==> config.mk <==
export PLATFORM = sky130hd
export DESIGN_NAME = hex_bcd_counter_flat
export DESIGN_NICKNAME = d
export VERILOG_FILES = /design/src/rtl/hex_bcd_counter_if.sv /design/src/rtl/hex_bcd_counter.sv /design/src/flat_wrapper.sv
export SDC_FILE = /design/constraint.sdc
export NUM_CORES = 1
export LEC_CHECK = 0
export CAP_MARGIN = 20
export CORE_AREA = 5 5 94 96
export DETAILED_ROUTE_END_ITERATION = 6
export DIE_AREA = 0 0 99 101
export HOLD_SLACK_MARGIN = 0.05
export PLACE_DENSITY_LB_ADDON = 0.2
export SLEW_MARGIN = 10
export SYNTH_ARGS = -nofsm -noshare
export SYNTH_HDL_FRONTEND = slang
export SYNTH_SLANG_ARGS = --single-unit
==> constraint.sdc <==
create_clock -name MAX10_CLK1_50 -period 3.9 [get_ports MAX10_CLK1_50]
set_input_delay 0.39 -clock MAX10_CLK1_50 [delete_from_list [all_inputs] [get_ports MAX10_CLK1_50]]
set_output_delay 0.39 -clock MAX10_CLK1_50 [all_outputs]
set_load 0.05 [all_outputs]
==> src/rtl/hex_bcd_counter_if.sv <==
// Control and display bus of the hex_bcd_counter; the slave modport is the counter side.
// master drives the count controls and load word, and observes the count, segments and flags.
interface hex_bcd_counter_if #(
  parameter int NUM_DIGITS = 2
);
  logic                    en;
  logic                    up_dn;
  logic                    load;
  logic [4*NUM_DIGITS-1:0] load_val;
  logic [4*NUM_DIGITS-1:0] count_bcd;
  logic [8*NUM_DIGITS-1:0] HEX;
  logic                    wrap;
  logic                    load_err;

  modport master (
    output en, up_dn, load, load_val,
    input  count_bcd, HEX, wrap, load_err
  );

  modport slave (
    input  en, up_dn, load, load_val,
    output count_bcd, HEX, wrap, load_err
  );
endinterface

==> src/rtl/hex_bcd_counter.sv <==
// Prescaled up/down BCD counter with validated load and 7-segment decode; count moves one edge
// after the prescaler's last cycle, HEX is combinational from the count; no backpressure (en only gates).
module hex_bcd_counter #(
  parameter int NUM_DIGITS = 2,
  parameter int TICK_DIV   = 50_000_000,
  parameter int BLANK_LZ   = 1
) (
  input logic              MAX10_CLK1_50,
  input logic              RESET_N,
  hex_bcd_counter_if.slave bus
);

  localparam int            PW         = (TICK_DIV > 1) ? $clog2(TICK_DIV) : 1;
  localparam logic [PW-1:0] PRESC_LAST = PW'(TICK_DIV - 1);

  logic [PW-1:0]           r_presc;
  logic [4*NUM_DIGITS-1:0] r_count;
  logic                    r_wrap;
  logic                    r_load_err;

  logic                    w_step;
  logic                    w_load_ok;
  logic                    w_carry;
  logic [4*NUM_DIGITS-1:0] w_next;
  logic [8*NUM_DIGITS-1:0] w_hex;
  logic                    w_lz;

  function automatic logic [7:0] seg7(input logic [3:0] d);
    case (d)
      4'd0:    seg7 = 8'hC0;
      4'd1:    seg7 = 8'hF9;
      4'd2:    seg7 = 8'hA4;
      4'd3:    seg7 = 8'hB0;
      4'd4:    seg7 = 8'h99;
      4'd5:    seg7 = 8'h92;
      4'd6:    seg7 = 8'h82;
      4'd7:    seg7 = 8'hF8;
      4'd8:    seg7 = 8'h80;
      4'd9:    seg7 = 8'h90;
      default: seg7 = 8'hFF;
    endcase
  endfunction

  assign w_step = bus.en && (r_presc == PRESC_LAST);

  always_comb begin
    w_load_ok = 1'b1;
    for (int i = 0; i < NUM_DIGITS; i++) begin
      if (bus.load_val[4*i +: 4] > 4'd9) w_load_ok = 1'b0;
    end
  end

  // Ripple the decimal carry/borrow; a carry out of the top digit is the wrap.
  always_comb begin
    w_next  = r_count;
    w_carry = 1'b1;
    for (int i = 0; i < NUM_DIGITS; i++) begin
      if (w_carry) begin
        if (bus.up_dn) begin
          if (r_count[4*i +: 4] == 4'd9) begin
            w_next[4*i +: 4] = 4'd0;
          end else begin
            w_next[4*i +: 4] = r_count[4*i +: 4] + 4'd1;
            w_carry          = 1'b0;
          end
        end else begin
          if (r_count[4*i +: 4] == 4'd0) begin
            w_next[4*i +: 4] = 4'd9;
          end else begin
            w_next[4*i +: 4] = r_count[4*i +: 4] - 4'd1;
            w_carry          = 1'b0;
          end
        end
      end
    end
  end

  always_ff @(posedge MAX10_CLK1_50) begin
    if (!RESET_N) begin
      r_presc    <= '0;
      r_count    <= '0;
      r_wrap     <= 1'b0;
      r_load_err <= 1'b0;
    end else begin
      r_wrap <= 1'b0;
      if (bus.load) begin
        // A rejected load freezes count and prescaler for that cycle.
        if (w_load_ok) begin
          r_count    <= bus.load_val;
          r_presc    <= '0;
          r_load_err <= 1'b0;
        end else begin
          r_load_err <= 1'b1;
        end
      end else if (bus.en) begin
        if (w_step) begin
          r_presc <= '0;
          r_count <= w_next;
          r_wrap  <= w_carry;
        end else begin
          r_presc <= r_presc + PW'(1);
        end
      end
    end
  end

  // Scan from the top digit; a digit is a leading zero while everything above it is zero too.
  always_comb begin
    w_hex = '0;
    w_lz  = 1'b1;
    for (int i = NUM_DIGITS - 1; i >= 0; i--) begin
      w_lz = w_lz && (r_count[4*i +: 4] == 4'd0);
      if ((i > 0) && (BLANK_LZ != 0) && w_lz) begin
        w_hex[8*i +: 8] = 8'hFF;
      end else begin
        w_hex[8*i +: 8] = seg7(r_count[4*i +: 4]);
      end
    end
  end

  assign bus.count_bcd = r_count;
  assign bus.HEX       = w_hex;
  assign bus.wrap      = r_wrap;
  assign bus.load_err  = r_load_err;

endmodule
==> src/flat_wrapper.sv <==
// flat-port wrapper written by rule: the top's interface ports become plain ports
module hex_bcd_counter_flat 
#(
  parameter int NUM_DIGITS = 2,
  parameter int TICK_DIV   = 50_000_000,
  parameter int BLANK_LZ   = 1
)
  (MAX10_CLK1_50, RESET_N, bus_en, bus_up_dn, bus_load, bus_load_val, bus_count_bcd, bus_HEX, bus_wrap, bus_load_err);
  hex_bcd_counter_if #(.NUM_DIGITS(NUM_DIGITS)) bus_i ();
  input logic MAX10_CLK1_50;
  input logic RESET_N;
  input wire logic [$bits(bus_i.en)-1:0] bus_en;
  input wire logic [$bits(bus_i.up_dn)-1:0] bus_up_dn;
  input wire logic [$bits(bus_i.load)-1:0] bus_load;
  input wire logic [$bits(bus_i.load_val)-1:0] bus_load_val;
  output wire logic [$bits(bus_i.count_bcd)-1:0] bus_count_bcd;
  output wire logic [$bits(bus_i.HEX)-1:0] bus_HEX;
  output wire logic [$bits(bus_i.wrap)-1:0] bus_wrap;
  output wire logic [$bits(bus_i.load_err)-1:0] bus_load_err;
  assign bus_i.en = bus_en;
  assign bus_i.up_dn = bus_up_dn;
  assign bus_i.load = bus_load;
  assign bus_i.load_val = bus_load_val;
  assign bus_count_bcd = bus_i.count_bcd;
  assign bus_HEX = bus_i.HEX;
  assign bus_wrap = bus_i.wrap;
  assign bus_load_err = bus_i.load_err;
  hex_bcd_counter #(.NUM_DIGITS(NUM_DIGITS), .TICK_DIV(TICK_DIV), .BLANK_LZ(BLANK_LZ)) u_core (.MAX10_CLK1_50(MAX10_CLK1_50), .RESET_N(RESET_N), .bus(bus_i));
endmodule
==> summary.txt <==
Clock network
  – CTS Hold Bufs: 0
  – Root buf cell: clkbuf_8
  – Clock Latency Late Sink: ~0.3 ns
  – CTS Buf Count: 5
  – CTS sink cnt: 50
  – CTS tree: yes
  – Clk buf depth: 2
  – H-tree depth: 2
  – Clock slew at reported path FFs: 0.09 ns
  – Post-CTS Setup Bufs: 0
  – Post-CTS sizing: 0

STA
  – Final Hold Viols: 0
  – Final number of setup-violating endpoints: 0
  – Max Clk Rate: 319 MHz
  – Worst Tran Pin Value: 0.752 ns
  – Final min period: ~3.1 ns
  – Slew Viols, Final: 0
  – Setup Skew: 0.00887 ns
  – Post-route clock period utilization: 80.4%
  – Sum Neg Setup Slack: 0 ns
  – RSZ-0062 raised after global routing: false
  – Slew HR: 49.8%

Setup path
  – Critical Path RT: 4.10 ns
  – Worst-path cell chain: inv_1 -> ha_1 -> nor4b_1 -> buf_4 -> o21a_1 -> mux2_2 -> a221o_1 -> nand3_1 -> inv_1 -> ha_1 -> nor2_1 -> a32oi_1 -> o21a_1
  – Slowest stage cell on the critical path: dfxtp_1
  – CP peak stage delay: 0.39 ns
  – R2R cell count: 13
  – Critical path launch point type: register
  – Critical-path maximum fanout: 8
  – Worst Path Arrival: 3.34 ns
  – Critical path class: reg2reg
  – Crit end category: register

Logic synthesis
  – Main synth FF type: dfxtp_1
  – Most area-hungry cell type in the Yosys netlist: dfxtp_1
  – Post-Syn Area: 0.00309 mm^2
  – Ys Warns: 0
  – Synth top area share: 32.4%
  – Commonest cells in the synthesized netlist: dfxtp_1 (50), nand2_1 (37), nor2_1 (34), a21oi_1 (28)
  – Most frequent cell after synthesis: dfxtp_1
  – Synth area leaders: dfxtp_1 (32%), ha_1 (6.9%), a21oi_1 (4.5%)
  – Netlist cell types: 72
  – FF+latch count, synth: 50
  – Avg Inst Size Synth: just over 8 um^2
  – Async set-reset flop share out of synthesis: 0%
  – Sequential fraction of the synthesis area: 32.4%
  – Post-synth EDFFs: 0
  – Gate Count Post-Synth: between 300 and 400

Drt
  – Final Routed Wirelength: about 7 mm
  – Starting DRT DRC Count: 133
  – DR vias/cell: about 5.3
  – Final ANT Viol Nets: 0
  – WL/cell: 14.0 um
  – First-pass DRT Iterations: 4
  – DR vias: 2727
  – DRC: 0

Placement
  – Final Wtd Congestion: 0.850
  – DP HPWL: around 5.3 mm
  – DP Cell Count: 506
  – IO Port Bufs: 36

Hold path
  – Worst min path class: reg2reg
  – Hold Path Cell Cnt: 1

Pwr
  – PwrDens: about 340 mW/mm^2
  – Lkg Pwr: roughly 1.4 nW
  – Max VDD drop: 0.155 mV
  – Overall power: 1.22 mW

Finish
  – Fillcell total: 783
  – Non-filler instance count after layout: around 510
  – Share of post-route cells with drive strength above 1: 10.0%
  – Antenna cell count: 0
  – Area growth syn-to-layout: 17.9%
  – NumNets Final: 438

Die
  – Die height: between 100 and 150 um
  – Initial Util: slightly below 40%
  – Placeable core region: 0.00797 mm^2
  – Core Rows: 33
  – IO Count: 39
  – Die width: 99 um
  – Die area: 0.0100 mm^2

Global route
  – Maximum number of pins on one net before global-route repair: 22
  – First-pass GRT wire length: 12.0 mm
  – Vias in the first global route: about 2500
  – Initial antenna violation count: 0
  – GR Util All Layers: 14.3%
  – Grt total ovfl: 0

Run status
  – Status: completed

Job
  – Max-Cap Viols: 0
[metrics by stage]
stage | util [%] | cell area, um^2 | setup WS [ns] | hold WS [ns]
after floorplan | - | 3090 | 0.761 | 0.448
after global placement | 44.4 | 3540 | 0.560 | 0.462
after detailed placement | 44.4 | 3540 | 0.587 | 0.477
after CTS | 45.6 | 3640 | 0.779 | 0.492
after global routing | 45.6 | 3640 | 0.475 | 0.520
final | 45.6 | 3640 | 0.763 | 0.501
[path summary, 6_finish.rpt]
kind / endpoint / start / slack, ns
setup / recovery: register / u_core.bus.count_bcd[0]$_SDFFE_PN0N_ / 0.76
hold / removal: u_core.r_presc[25]$_SDFFE_PN0P_ / u_core.r_presc[25]$_SDFFE_PN0P_ / 0.50
setup reg to reg: register / u_core.bus.count_bcd[0]$_SDFFE_PN0N_ / 0.76
hold reg to reg: u_core.r_presc[25]$_SDFFE_PN0P_ / u_core.r_presc[25]$_SDFFE_PN0P_ / 0.50
[area by class of cell]
| class | count | area (um^2) | share of cell area, % |
|---|---|---|---|
| clock inverter | 2 | 12.5 | 0.344 |
| timing repair buffer | 42 | 405 | 11.1 |
| inverter | 19 | 71.3 | 1.96 |
| multi-input combinational | 290 | 1930 | 53.1 |
| sequential | 50 | 1000 | 27.5 |
| tap | 105 | 131 | 3.61 |
| clock buffer | 6 | 82.6 | 2.27 |
[layout by cell type, fill, tap and decap left out, types with 3 or more instances in the layout]
master	n
a21o_1	4
xor2_1	13
nand3_1	9
nand4_1	9
buf_4	6
nor2b_1	5
or2_2	8
clkdlybuf4s50_1	36
nand2b_1	3
and4_1	3
and3_1	5
nand3b_1	3
a22oi_1	3
o21ai_0	18
inv_1	18
o22ai_1	3
nor2_1	34
clkbuf_8	6
dfxtp_1	50
ha_1	17
a21oi_1	28
mux2i_1	6
or3_1	7
a311oi_1	3
xnor2_1	4
a21boi_1	3
nand2_1	37
nor3_1	5
and2_1	3
o21a_1	3
a31oi_1	6
[where the power goes]
group	switching [mW]	total (mW)	internal (mW)	leakage (nW)
clock	0.177	0.320	0.143	0.0472
sequential	0.0188	0.555	0.536	0.407
combinational	0.219	0.348	0.129	0.965
total	0.415	1.22	0.808	1.42
[worst max-delay path: cells and delay by family (launching register included)]
family / cells / cell delay, ns
adders and majority gates: 2 / 0.46
muxes: 1 / 0.34
and+or+nand+nor: 3 / 0.61
buffers and inverters: 3 / 0.43
DFF: 1 / 0.39
AOI/OAI and AO/OA: 4 / 0.80
[cells by family after synthesis]
logic type                 Yosys count  synth area share [%]
adders and majority gates           17                  6.89
other                                1                 0.122
AOI/OAI and AO/OA                   96                  21.0
and+or+nand+nor                    150                  27.0
muxes                                8                  2.68
DFF                                 50                  32.4
xor gates and xnor gates            17                  4.83
buffers and inverters               36                  5.03
[metal layers]
metal / track usage [%] / share of wire (%) / vias to the layer above
met4: 5.04 / 0.89 / 0
met5: 0 / 0 / -
li1: - / - / 1405
met1: 19.5 / 49 / 1256
met3: 2.21 / 3.2 / 7
met2: 23.1 / 47 / 59
Power figures use the tool's default switching activity.
